`config.mk`:
```
export PLATFORM = sky130hd
export DESIGN_NAME = quad_enc_decoder
export DESIGN_NICKNAME = d
export VERILOG_FILES = /design/src/rtl/quad_enc_decoder.sv
export SDC_FILE = /design/constraint.sdc
export NUM_CORES = 1
export LEC_CHECK = 0
export BUFFER_PORTS_ARGS = -buffer_cell sky130_fd_sc_hd__buf_2
export CORE_ASPECT_RATIO = 1.1
export CORE_MARGIN = 3
export CORE_UTILIZATION = 45
export DETAILED_ROUTE_END_ITERATION = 8
export GPL_TIMING_DRIVEN = 0
export PLACE_DENSITY = 0.64
export SETUP_SLACK_MARGIN = 0.1
export SLEW_MARGIN = 20
export SYNTH_ARGS = -nofsm -noshare
export SYNTH_HDL_FRONTEND = slang
export SYNTH_SLANG_ARGS = --single-unit
```
`constraint.sdc`:
```
create_clock -name clk -period 10.5 [get_ports clk]
set_clock_uncertainty 0.1 [all_clocks]
set_input_delay 1.05 -clock clk [delete_from_list [all_inputs] [get_ports clk]]
set_output_delay 1.05 -clock clk [all_outputs]
set_load 0.01 [all_outputs]
```
`src/rtl/quad_enc_decoder.sv`:
```
// quad_enc_decoder: debounced quadrature decoder with saturating position.
// Define ENC_SWITCH_EN to include the push-switch debouncer and sw_press.
module quad_enc_decoder #(
    parameter int DEB_CYCLES  = 50000,
    parameter int POS_MAX     = 36,
    parameter int POS_DEFAULT = 18
) (
    input  logic       clk,
    input  logic       rst,
    input  logic       enc_a,
    input  logic       enc_b,
    input  logic       enc_sw,
    output logic       cw,
    output logic       ccw,
    output logic [5:0] pos,
    output logic       sw_press,
    output logic       err
);

`ifdef ENC_SWITCH_EN
    localparam int N = 3;
    logic [N-1:0] raw;
    assign raw = {enc_sw, enc_a, enc_b};
`else
    localparam int N = 2;
    logic [N-1:0] raw;
    assign raw = {enc_a, enc_b};
`endif

    localparam int CNT_W = (DEB_CYCLES > 1) ? $clog2(DEB_CYCLES) : 1;
    localparam logic [CNT_W-1:0] DEB_LAST = CNT_W'(DEB_CYCLES - 1);
    localparam logic [5:0] P_MAX = 6'(POS_MAX);
    localparam logic [5:0] P_DEF = 6'(POS_DEFAULT);

    logic [N-1:0]     sync1;
    logic [N-1:0]     sync2;
    logic [N-1:0]     filt;
    logic [CNT_W-1:0] cnt [N];

    logic [1:0]        ab;
    logic [1:0]        ab_prev;
    logic [1:0]        ph_new;
    logic [1:0]        ph_old;
    logic [1:0]        delta;
    logic signed [2:0] acc;
    logic signed [3:0] sum;
    logic              changed;
    logic              illegal;
    logic              cw_d;
    logic              ccw_d;
    logic              sw_edge;

    // Quadrature phase: 11->0, 10->1, 00->2, 01->3 (CW increases)
    always_comb begin
        ab      = filt[1:0];
        ph_new  = {~ab[1], ab[1] ^ ab[0]};
        ph_old  = {~ab_prev[1], ab_prev[1] ^ ab_prev[0]};
        delta   = ph_new - ph_old;
        changed = (ab != ab_prev);
        illegal = ((ab ^ ab_prev) == 2'b11);
        sum     = {acc[2], acc};
        case (delta)
            2'd1:    sum = {acc[2], acc} + 4'sd1;
            2'd3:    sum = {acc[2], acc} - 4'sd1;
            default: sum = {acc[2], acc};
        endcase
        cw_d  = changed && !illegal && (ab == 2'b11) && (sum == 4'sd4);
        ccw_d = changed && !illegal && (ab == 2'b11) && (sum == -4'sd4);
    end

`ifdef ENC_SWITCH_EN
    logic sw_prev;
    assign sw_edge = sw_prev & ~filt[2];
`else
    assign sw_edge = 1'b0 & enc_sw;
`endif

    always_ff @(posedge clk) begin
        if (rst) begin
            sync1    <= '1;
            sync2    <= '1;
            filt     <= '1;
            for (int i = 0; i < N; i++) cnt[i] <= '0;
            ab_prev  <= 2'b11;
            acc      <= '0;
            pos      <= P_DEF;
            cw       <= 1'b0;
            ccw      <= 1'b0;
            err      <= 1'b0;
            sw_press <= 1'b0;
`ifdef ENC_SWITCH_EN
            sw_prev  <= 1'b1;
`endif
        end else begin
            sync1 <= raw;
            sync2 <= sync1;
            for (int i = 0; i < N; i++) begin
                if (sync2[i] == filt[i]) begin
                    cnt[i] <= '0;
                end else if (cnt[i] == DEB_LAST) begin
                    filt[i] <= sync2[i];
                    cnt[i]  <= '0;
                end else begin
                    cnt[i] <= cnt[i] + 1'b1;
                end
            end

            ab_prev  <= ab;
            cw       <= cw_d;
            ccw      <= ccw_d;
            err      <= illegal;
            sw_press <= sw_edge;
`ifdef ENC_SWITCH_EN
            sw_prev  <= filt[2];
`endif

            if (illegal) begin
                acc <= '0;
            end else if (changed) begin
                acc <= (ab == 2'b11) ? 3'sd0 : sum[2:0];
            end

            // Switch load wins over a concurrent detent step
            if (sw_edge) begin
                pos <= P_DEF;
            end else if (cw_d && pos < P_MAX) begin
                pos <= pos + 6'd1;
            end else if (ccw_d && pos != 6'd0) begin
                pos <= pos - 6'd1;
            end
        end
    end

endmodule

```
==> results.yml, run 1 <==
outcome:
  status: "finished clean"
floorplan:
  dieHeight_um: 91.3
  ios: 15
  core_sq_mm: 0.00631
  floorplan.rows: 30
  die_area_sq_mm: 0.00763
  start_util_pct: 47.2
  die_x_um: 83.5
synth:
  synth_cell_types: 50
  syn_avg_cell_area_sq_um: 10.0
  synthFlopType: "edfxtp_1"
  synth-seq-cells: 52
  synth_edf_count: 32
  async_flop_share_pct: 0
  ys_warn_count: 0
  synth_cells: 297
  syn_area_sq_mm: 0.00298
  seq_area_frac_synth_pct: 45.7
global_routing:
  grt_usage_pct: 14.5
  grt_pass1_vias: 2048
  grt_pass1_wl_mm: 9.07
  overflow: 0
  grt_max_degree: 17
  antenna_found_initial: 0
setup_path:
  cp_slowest_stage_delay_ns: 0.53
  worst-path-buf-inv: 2
  critPathTopFamily: "simple AND/OR/NAND/NOR gates"
  critPathLaunchType: "register"
  crit_chain: "ha_1, inv_1, ha_1, clkbuf_1, nor2_1, xor2_1, ha_1, nor3b_1, o211ai_1, or4_4, nand2_1, nand2_1, ha_1, a211o_1, a211oi_1, nor3_1, a22oi_1, o2111ai_1"
  end_kind: "register"
  cp_data_arrival_time_ns: 4.84
  crit_top_cell: "ha_1"
  crit_type: "register to register"
  cp_max_fo: 10
  r2r_setup_slack_ns: 5.74
  crit_path_top_delay_cell: "or4_4"
  worstPathRequired_ns: 10.58
timing:
  tightest_slew_ns: 0.573
  max_slew_margin_pct: 61.5
  max_freq_mhz: 210
  fin_crit_ns: 4.76
  rsz0062_at_grt: "no"
  post-route-period-util_pct: 45.3
  finalHoldViolCount: 0
  finalSetupTns_ns: 0
  drv_slew: 0
  setup_viol: 0
clock_tree:
  cts_setup_buffers: 0
  h-tree-depth: 2
  cts_made_buffers: 5
  path_clk_slew_ns: 0.09
  cts_tree: "done"
  cts_root_buf: "clkbuf_8"
  clk_path_buf_depth: 2
  numClockSinks: 52
  insertion_delay_ns: 0.30
  cts.hold.buffers_added: 0
  cts_resized: 0
detailed_routing:
  met1_length_mm: 2.53
  dr_wl_met2_mm: 2.46
  vias_per_cell: 5.08
  route.met3.wl_um: 154
  via_count: 2174
  wl_per_cell_um: 12.2
  firstDrtPassIters: 4
  drc_errors: 0
  routed_wl_mm: 5.23
  highest_layer: "met4"
  drtIter0Drc: 92
  ant_nets: 0
layout:
  antenna_cells: 0
  fin_util_pct: 53.3
  final_layout_size_suffix_gt1_share_pct: 11.2
  area_growth_syn_to_layout_pct: 12.9
  final_common_cell: "nor2_1"
  nNetsFinal: 364
  final_cell_mix: "nor2_1, conb_1, edfxtp_1"
place:
  io_buffers: 12
  routabilityCongestion: 0.772
  hpwlAfterDp_mm: 3.99
run:
  maxCapViolations: 0
power_and_ir_drop:
  powerDensity_mw_per_mm2: 110
  vdd_drop_max_v: 0.0000644
  leakage_nw: 1.26
worst_hold_path:
  hp-class: "register to register"
## synthesized netlist by cell type (all sizes together), types with 2 or more instances
library cell | number | area share, %
or2 | 6 | 1.3
nor3 | 10 | 1.7
nor4 | 7 | 1.9
nor2 | 55 | 6.9
o211a | 2 | 0.67
edfxtp | 32 | 32
ha | 11 | 4.6
o211ai | 2 | 0.50
nand4 | 7 | 1.5
mux2 | 2 | 1.0
and3 | 5 | 1.1
conb | 2 | 0.25
or3 | 3 | 0.63
o21a | 4 | 1.0
a21o | 2 | 0.50
nand3 | 9 | 1.5
xor2 | 19 | 5.6
a211oi | 4 | 1.0
nor3b | 3 | 0.76
inv | 12 | 1.5
a22oi | 2 | 0.97
or4 | 2 | 0.63
xnor2 | 15 | 4.4
nor2b | 6 | 1.3
clkbuf | 5 | 0.63
nor4b | 3 | 0.88
dfxtp | 20 | 13
nand2 | 16 | 2.0
a211o | 5 | 1.5
buf | 2 | 0.38
o21ai | 3 | 0.63
mux2i | 4 | 1.5
nand2b | 2 | 0.42
a21oi | 4 | 0.67
o2111ai | 3 | 0.88
## worst register-to-register path: cells and delay by family (launching register included)
| family | cells | cell delay, ns |
|---|---|---|
| adder cells (fa/ha/maj) | 4 | 1.22 |
| flip-flops | 1 | 0.38 |
| AO/OA/AOI/OAI | 5 | 1.11 |
| buffers and inverters | 2 | 0.40 |
| AND/OR/NAND/NOR | 6 | 1.26 |
| XOR/XNOR | 1 | 0.16 |
## through the flow
step	hold slack (ns)	std cells	instance area [sq um]	total power [mW]	setup WS (ns)
floorplan	0.289	328	3090	0.243	6.18
global placement	0.291	420	3250	0.247	5.82
detailed placement	0.303	420	3250	0.248	5.77
CTS	0.329	428	3360	0.375	5.76
global route	0.334	428	3360	0.387	5.36
finish	0.323	428	3360	0.371	5.74
## power breakdown
group	total, mW	switching [mW]	internal [mW]
clock	0.128	0.0665	0.0611
sequential	0.228	0.00606	0.222
combinational	0.0148	0.00874	0.00606
## layer usage
layer  GRT usage (%)  up-vias
met5               0        -
met4            4.83        0
met3            2.72        5
met2            24.1       29
met1            19.1     1011
li1                -     1129
## sequential cells by signal, summed over array words and instances (netlist names)
name and flops:
cnt 32, sync1 2, ccw 1, pos 6, cw 1, err 1
ab_prev 2, acc 3, ab 2, sync2 2
## final timing paths
check / startpoint / to / cells past startpoint
min reg2reg: sync1[0] / sync2[0] / 1
min: sync1[0] / sync2[0] / 1
max: ab[1] / pos[5] / 18
max reg2reg: ab[1] / pos[5] / 18
## cell families after synthesis
group	count (synthesis)	synth area share, %
simple gates	136	23.0
flops	52	45.7
compound gates	35	9.88
xor+xnor	35	10.8
buf+inv	19	2.52
fa+ha+maj	12	5.30
mux	6	2.48
other cells	2	0.252
## cell type report
class                      instances  area, sq um
timing repair buffer              12         60.1
inverter                          12         45.0
clock inverter                     2         12.5
multi-input combinational        257         1660
clock buffer                       6         93.8
fill                             594         2950
buffer                             7         30.0
sequential                        52         1360
tap                               80          100
(Power assumes the default switching activity.)
==> run 2: changes to the inputs <==
- ABC_AREA: default -> 1
- clock period: 10.5 -> 4.4 ns (I/O delays scaled with it)
==> results.yml, run 2 <==
outcome:
  status: "finished clean"
floorplan:
  die_area_sq_mm: 0.00751
  floorplan.rows: 30
  dieHeight_um: 90.6
  die_x_um: 82.9
  ios: 15
  start_util_pct: 47.0
  core_sq_mm: 0.00623
layout:
  largest_reg_flops: 32
  top_register: "cnt"
  reg_top3: "cnt x32, pos x6, acc x3"
  final_common_cell: "nand2_1"
  final_cell_mix: "nand2_1, inv_1, nor2_1"
  area_growth_syn_to_layout_pct: 13.1
  nNetsFinal: 405
  layout.cells.non_filler: 469
  fin_util_pct: 53.1
  stdcell_area_sq_mm: 0.00331
  antenna_cells: 0
  final_layout_size_suffix_gt1_share_pct: 13.4
power_and_ir_drop:
  switching_share_pct: 22.3
  vdd_drop_max_v: 0.000195
  leakage_nw: 1.47
  p_sw_mw: 0.187
  powerDensity_mw_per_mm2: 254
  internal_power_mw: 0.653
  comb_power_share_pct: 3.7
  p_seq_share_pct: 64.4
  pwr-share-clk_pct: 31.9
  total_power_mw: 0.840
place:
  io_buffers: 12
  pre_cts_ws_ns: 0.186
  post-place-cells: 461
  hpwlAfterDp_mm: 3.64
  postPlaceCellArea_sq_mm: 0.00320
  routabilityCongestion: 0.814
setup_path:
  crit_type: "register to register"
  r2r_cells: 26
  reg2reg_from: "ab[1]"
  cp_max_fo: 8
  cp_data_arrival_time_ns: 4.08
  worstPathRequired_ns: 4.53
  reg2reg_to: "pos[5]"
  end_kind: "register"
  r2r_setup_slack_ns: 0.46
  critPathLaunchType: "register"
global_routing:
  grt_pass1_wl_mm: 8.61
  grt_pass1_vias: 2059
  antenna_found_initial: 0
  overflow: 0
  grt_max_degree: 17
  grt_usage_pct: 13.6
synth:
  synth.area.top_cells: "edfxtp_1, dfxtp_1, nand2_1"
  synth_cells: 338
  synth_cell_types: 35
  synth-seq-cells: 52
  synth_top_area_share_pct: 32.8
  netlist_top_cells_count: "nand2_1, inv_1, nor2_1"
  ys_warn_count: 0
  synth_edf_count: 32
  seq_area_frac_synth_pct: 46.5
  yosysTopAreaCell: "edfxtp_1"
  yosysMostFrequentCell: "nand2_1"
  async_flop_share_pct: 0
  syn_avg_cell_area_sq_um: 8.66
  syn_area_sq_mm: 0.00293
  synthFlopType: "edfxtp_1"
clock_tree:
  numClockSinks: 52
  h-tree-depth: 2
  cts_root_buf: "clkbuf_8"
  clk_path_buf_depth: 2
  insertion_delay_ns: 0.30
  cts_tree: "done"
  cts_made_buffers: 5
  path_clk_slew_ns: 0.10
run:
  maxCapViolations: 0
worst_hold_path:
  holdPathEnd: "sync1[1]"
  hp-class: "input pin to register"
  hp-start: "enc_a"
  hold_depth: 2
detailed_routing:
  wl_per_cell_um: 9.95
  firstDrtPassIters: 4
  via_count: 2197
  drtIter0Drc: 87
  routed_wl_mm: 4.67
  drc_errors: 0
  ant_nets: 0
  vias_per_cell: 4.68
timing:
  finalHoldViolCount: 0
  max_freq_mhz: 254
  setup_viol: 0
  post-route-period-util_pct: 89.6
  holdWs_ns: 0.212
  worst_slack_ns: 0.458
  fin_crit_ns: 3.94
  finalSetupTns_ns: 0
  drv_slew: 0
  tightest_slew_ns: 0.637
  rsz0062_at_grt: "no"
  max_slew_margin_pct: 57.4
[run 2: cell types whose count changed in the layout (fill, tap and decap cells not counted), sizes merged, moves of 5 or more]
| cell | change |
|---|---|
| o21ai | +5 |
| a211o | -5 |
| a21oi | +25 |
| nand3 | +13 |
| nand2 | +45 |
| nor2 | -18 |
| nor2b | -6 |
| xnor2 | -11 |
| xor2 | -14 |
| inv | +40 |
[run 2: worst max-delay path by stage]
stage / from / endpoint / slack (ns) / cells past startpoint
floorplan: ab[1] / pos[5] / 0.56 / 25
global placement: ab[1] / pos[5] / 0.20 / 25
detailed placement: ab[1] / pos[5] / 0.19 / 26
CTS: ab[1] / pos[5] / 0.14 / 26
global route: ab[1] / pos[5] / 0.09 / 25
finish: ab[1] / pos[5] / 0.46 / 26
[run 2: final cells by class]
cell class              count  area, sq um
fillers                   619         2920
multi-input cells         262         1490
flip-flops and latches     52         1360
inverters                  51          194
well taps                  80          100
clock buffers               6         72.6
repair buffers             12         60.1
plain buffers               4         22.5
clock inverters             2         11.3
[run 2: worst max-delay path, stage by stage, from the launching register on]
cell and delay [ns]:
dfxtp_1 0.42, ha_1 0.26, inv_1 0.06, ha_2 0.30, inv_4 0.11, nand4_2 0.16, nand2_1 0.10, inv_1 0.04
ha_1 0.26, nand2_1 0.06, o21ai_0 0.10, nor2_1 0.14, nand3_2 0.16, nor2_8 0.16, nand3_4 0.14, ha_4 0.27
a21oi_1 0.15, nand2_1 0.11, a21oi_1 0.14, inv_1 0.05, a21oi_1 0.15, inv_1 0.05, nand2_1 0.07, nand3_2 0.08
nand2_1 0.06, nand2_1 0.04, nor2_1 0.12
[run 2: layer usage]
metal	routed length [um]	vias up	GRT usage, %
li1	-	1195	-
met3	151	4	3.28
met2	2190	22	23.1
met4	42	0	4.09
met1	2290	976	17.1
met5	0	-	0
[run 2: power groups by stage]
stage          clock network, mW  registers, mW  logic [mW]
2_1_floorplan                  0          0.550      0.0253
3_3_place_gp                   0          0.552      0.0306
5_1_grt                    0.300          0.544      0.0379
6_report                   0.268          0.541      0.0314
4_1_cts                    0.281          0.541      0.0312
3_5_place_dp                   0          0.552      0.0310
[run 2: kinds of logic after synthesis]
logic type,synth area share (%)
flip-flops,46.5
AO/OA/AOI/OAI,9.02
adder cells (fa/ha/maj),5.39
buffers and inverters,7.31
AND/OR/NAND/NOR,28.8
XOR/XNOR,2.69
other,0.257
[run 2: repair_timing]
action | 4_1_cts | 5_1_grt
setup endpoints to repair | 0 | 1
setup buffers | 0 | 0
hold buffers | 0 | 0
resized for setup | 0 | 5
==> run 3: changes to the inputs <==
- RECOVER_POWER: default -> 25
==> results.yml, run 3 (synthesis results as in run 2) <==
setup_path:
  cp_max_fo: 8
  crit_top_cell: "nand2_1"
  worst-path-buf-inv: 5
  cp_slowest_stage_delay_ns: 0.42
  critPathTopFamily: "simple AND/OR/NAND/NOR gates"
  crit_path_top_delay_cell: "dfxtp_1"
  worstPathRequired_ns: 4.54
  end_kind: "register"
  crit_type: "register to register"
  cp_data_arrival_time_ns: 4.08
  critPathLaunchType: "register"
global_routing:
  overflow: 0
  antenna_found_initial: 0
  grt_max_degree: 17
  grt_pass1_wl_mm: 8.61
  grt_pass1_vias: 2059
  grt_usage_pct: 13.6
floorplan:
  floorplan.rows: 30
  die_x_um: 82.9
  core_sq_mm: 0.00623
  dieHeight_um: 90.6
  ios: 15
  start_util_pct: 47.0
  die_area_sq_mm: 0.00751
timing:
  max_slew_margin_pct: 57.4
  rsz0062_at_grt: "no"
  post-route-period-util_pct: 89.6
  drv_slew: 0
  finalHoldViolCount: 0
  finalSetupTns_ns: 0
  fin_crit_ns: 3.94
  tightest_slew_ns: 0.637
  holdWs_ns: 0.211
  worst_slack_ns: 0.459
  setup_viol: 0
  max_freq_mhz: 254
layout:
  final_cell_mix: "nand2_1, inv_1, nor2_1"
  final_layout_size_suffix_gt1_share_pct: 10.8
  top_register: "cnt"
  largest_reg_flops: 32
  nNetsFinal: 405
  antenna_cells: 0
  fill_cells: 624
  area_growth_syn_to_layout_pct: 12.6
  final_common_cell: "nand2_1"
  layout.cells.non_filler: 469
  reg_top3: "cnt x32, pos x6, acc x3"
  stdcell_area_sq_mm: 0.00329
detailed_routing:
  firstDrtPassIters: 4
  drtIter0Drc: 80
  ant_nets: 0
  vias_per_cell: 4.68
  drc_errors: 0
  via_count: 2193
  wl_per_cell_um: 9.91
  routed_wl_mm: 4.65
place:
  pre_cts_ws_ns: 0.186
  post-place-cells: 461
  hpwlAfterDp_mm: 3.64
  postPlaceCellArea_sq_mm: 0.00320
  io_buffers: 12
  routabilityCongestion: 0.814
clock_tree:
  cts_tree: "done"
  path_clk_slew_ns: 0.10
  cts_root_buf: "clkbuf_8"
  numClockSinks: 52
  insertion_delay_ns: 0.30
  h-tree-depth: 2
  cts_made_buffers: 5
  clk_path_buf_depth: 2
  cts_setup_buffers: 0
power_and_ir_drop:
  powerDensity_mw_per_mm2: 255
  leakage_nw: 1.43
  vdd_drop_max_v: 0.000194
worst_hold_path:
  hp-class: "input pin to register"
outcome:
  status: "finished clean"
run:
  maxCapViolations: 0
run 3: metrics by stage:
step	power (mW)	utilization [%]
after detailed placement	0.583	51.4
after CTS	0.854	52.8
after floorplan	0.575	-
after global routing	0.882	52.9
final	0.840	52.9
after global placement	0.583	51.4
run 3: area by class of cell:
type / count / area, sq um / area share, %
Clock buffer: 6 / 72.6 / 2.20
Buffer: 4 / 18.8 / 0.570
Multi-Input combinational cell: 262 / 1490 / 45.2
Inverter: 51 / 194 / 5.89
Sequential cell: 52 / 1360 / 41.3
Clock inverter: 2 / 11.3 / 0.342
Tap cell: 80 / 100 / 3.04
Timing Repair Buffer: 12 / 48.8 / 1.48
run 3: final timing paths:
path | start | end | slack [ns] | cells past startpoint
worst max register to register | ab[1] | pos[5] | 0.46 | 26
worst min-delay path | enc_a | sync1[1] | 0.21 | 2
worst min register to register | sync1[0] | sync2[0] | 0.31 | 1
worst max-delay path | ab[1] | pos[5] | 0.46 | 26
run 3: worst register-to-register path, delay by kind of cell, from the launching register on:
kind / cells / cell delay [ns]
and+or+nand+nor: 13 / 1.40
adders and majority gates: 4 / 1.09
AOI/OAI and AO/OA: 4 / 0.55
DFF: 1 / 0.42
buffers and inverters: 5 / 0.31
run 3: timing repair:
action / CTS / global route
resized for setup: 0 / 5
hold buffers: 0 / 0
endpoints found under the setup margin: 0 / 1
run 3: report_power, final:
group          switching (mW)  total, mW  internal (mW)
clock                   0.156      0.268          0.112
sequential             0.0107      0.541          0.530
combinational          0.0206     0.0309         0.0103
total                   0.187      0.840          0.653
run 3: metal layers:
metal	share of wire [%]	wire length, um	global-route usage, %	vias to the layer above
met2	47	2180	23.1	20
met1	49	2280	17.1	975
met3	3.0	139	3.28	4
li1	-	-	-	1194
met4	0.90	42	4.09	0
met5	0	0	0	-
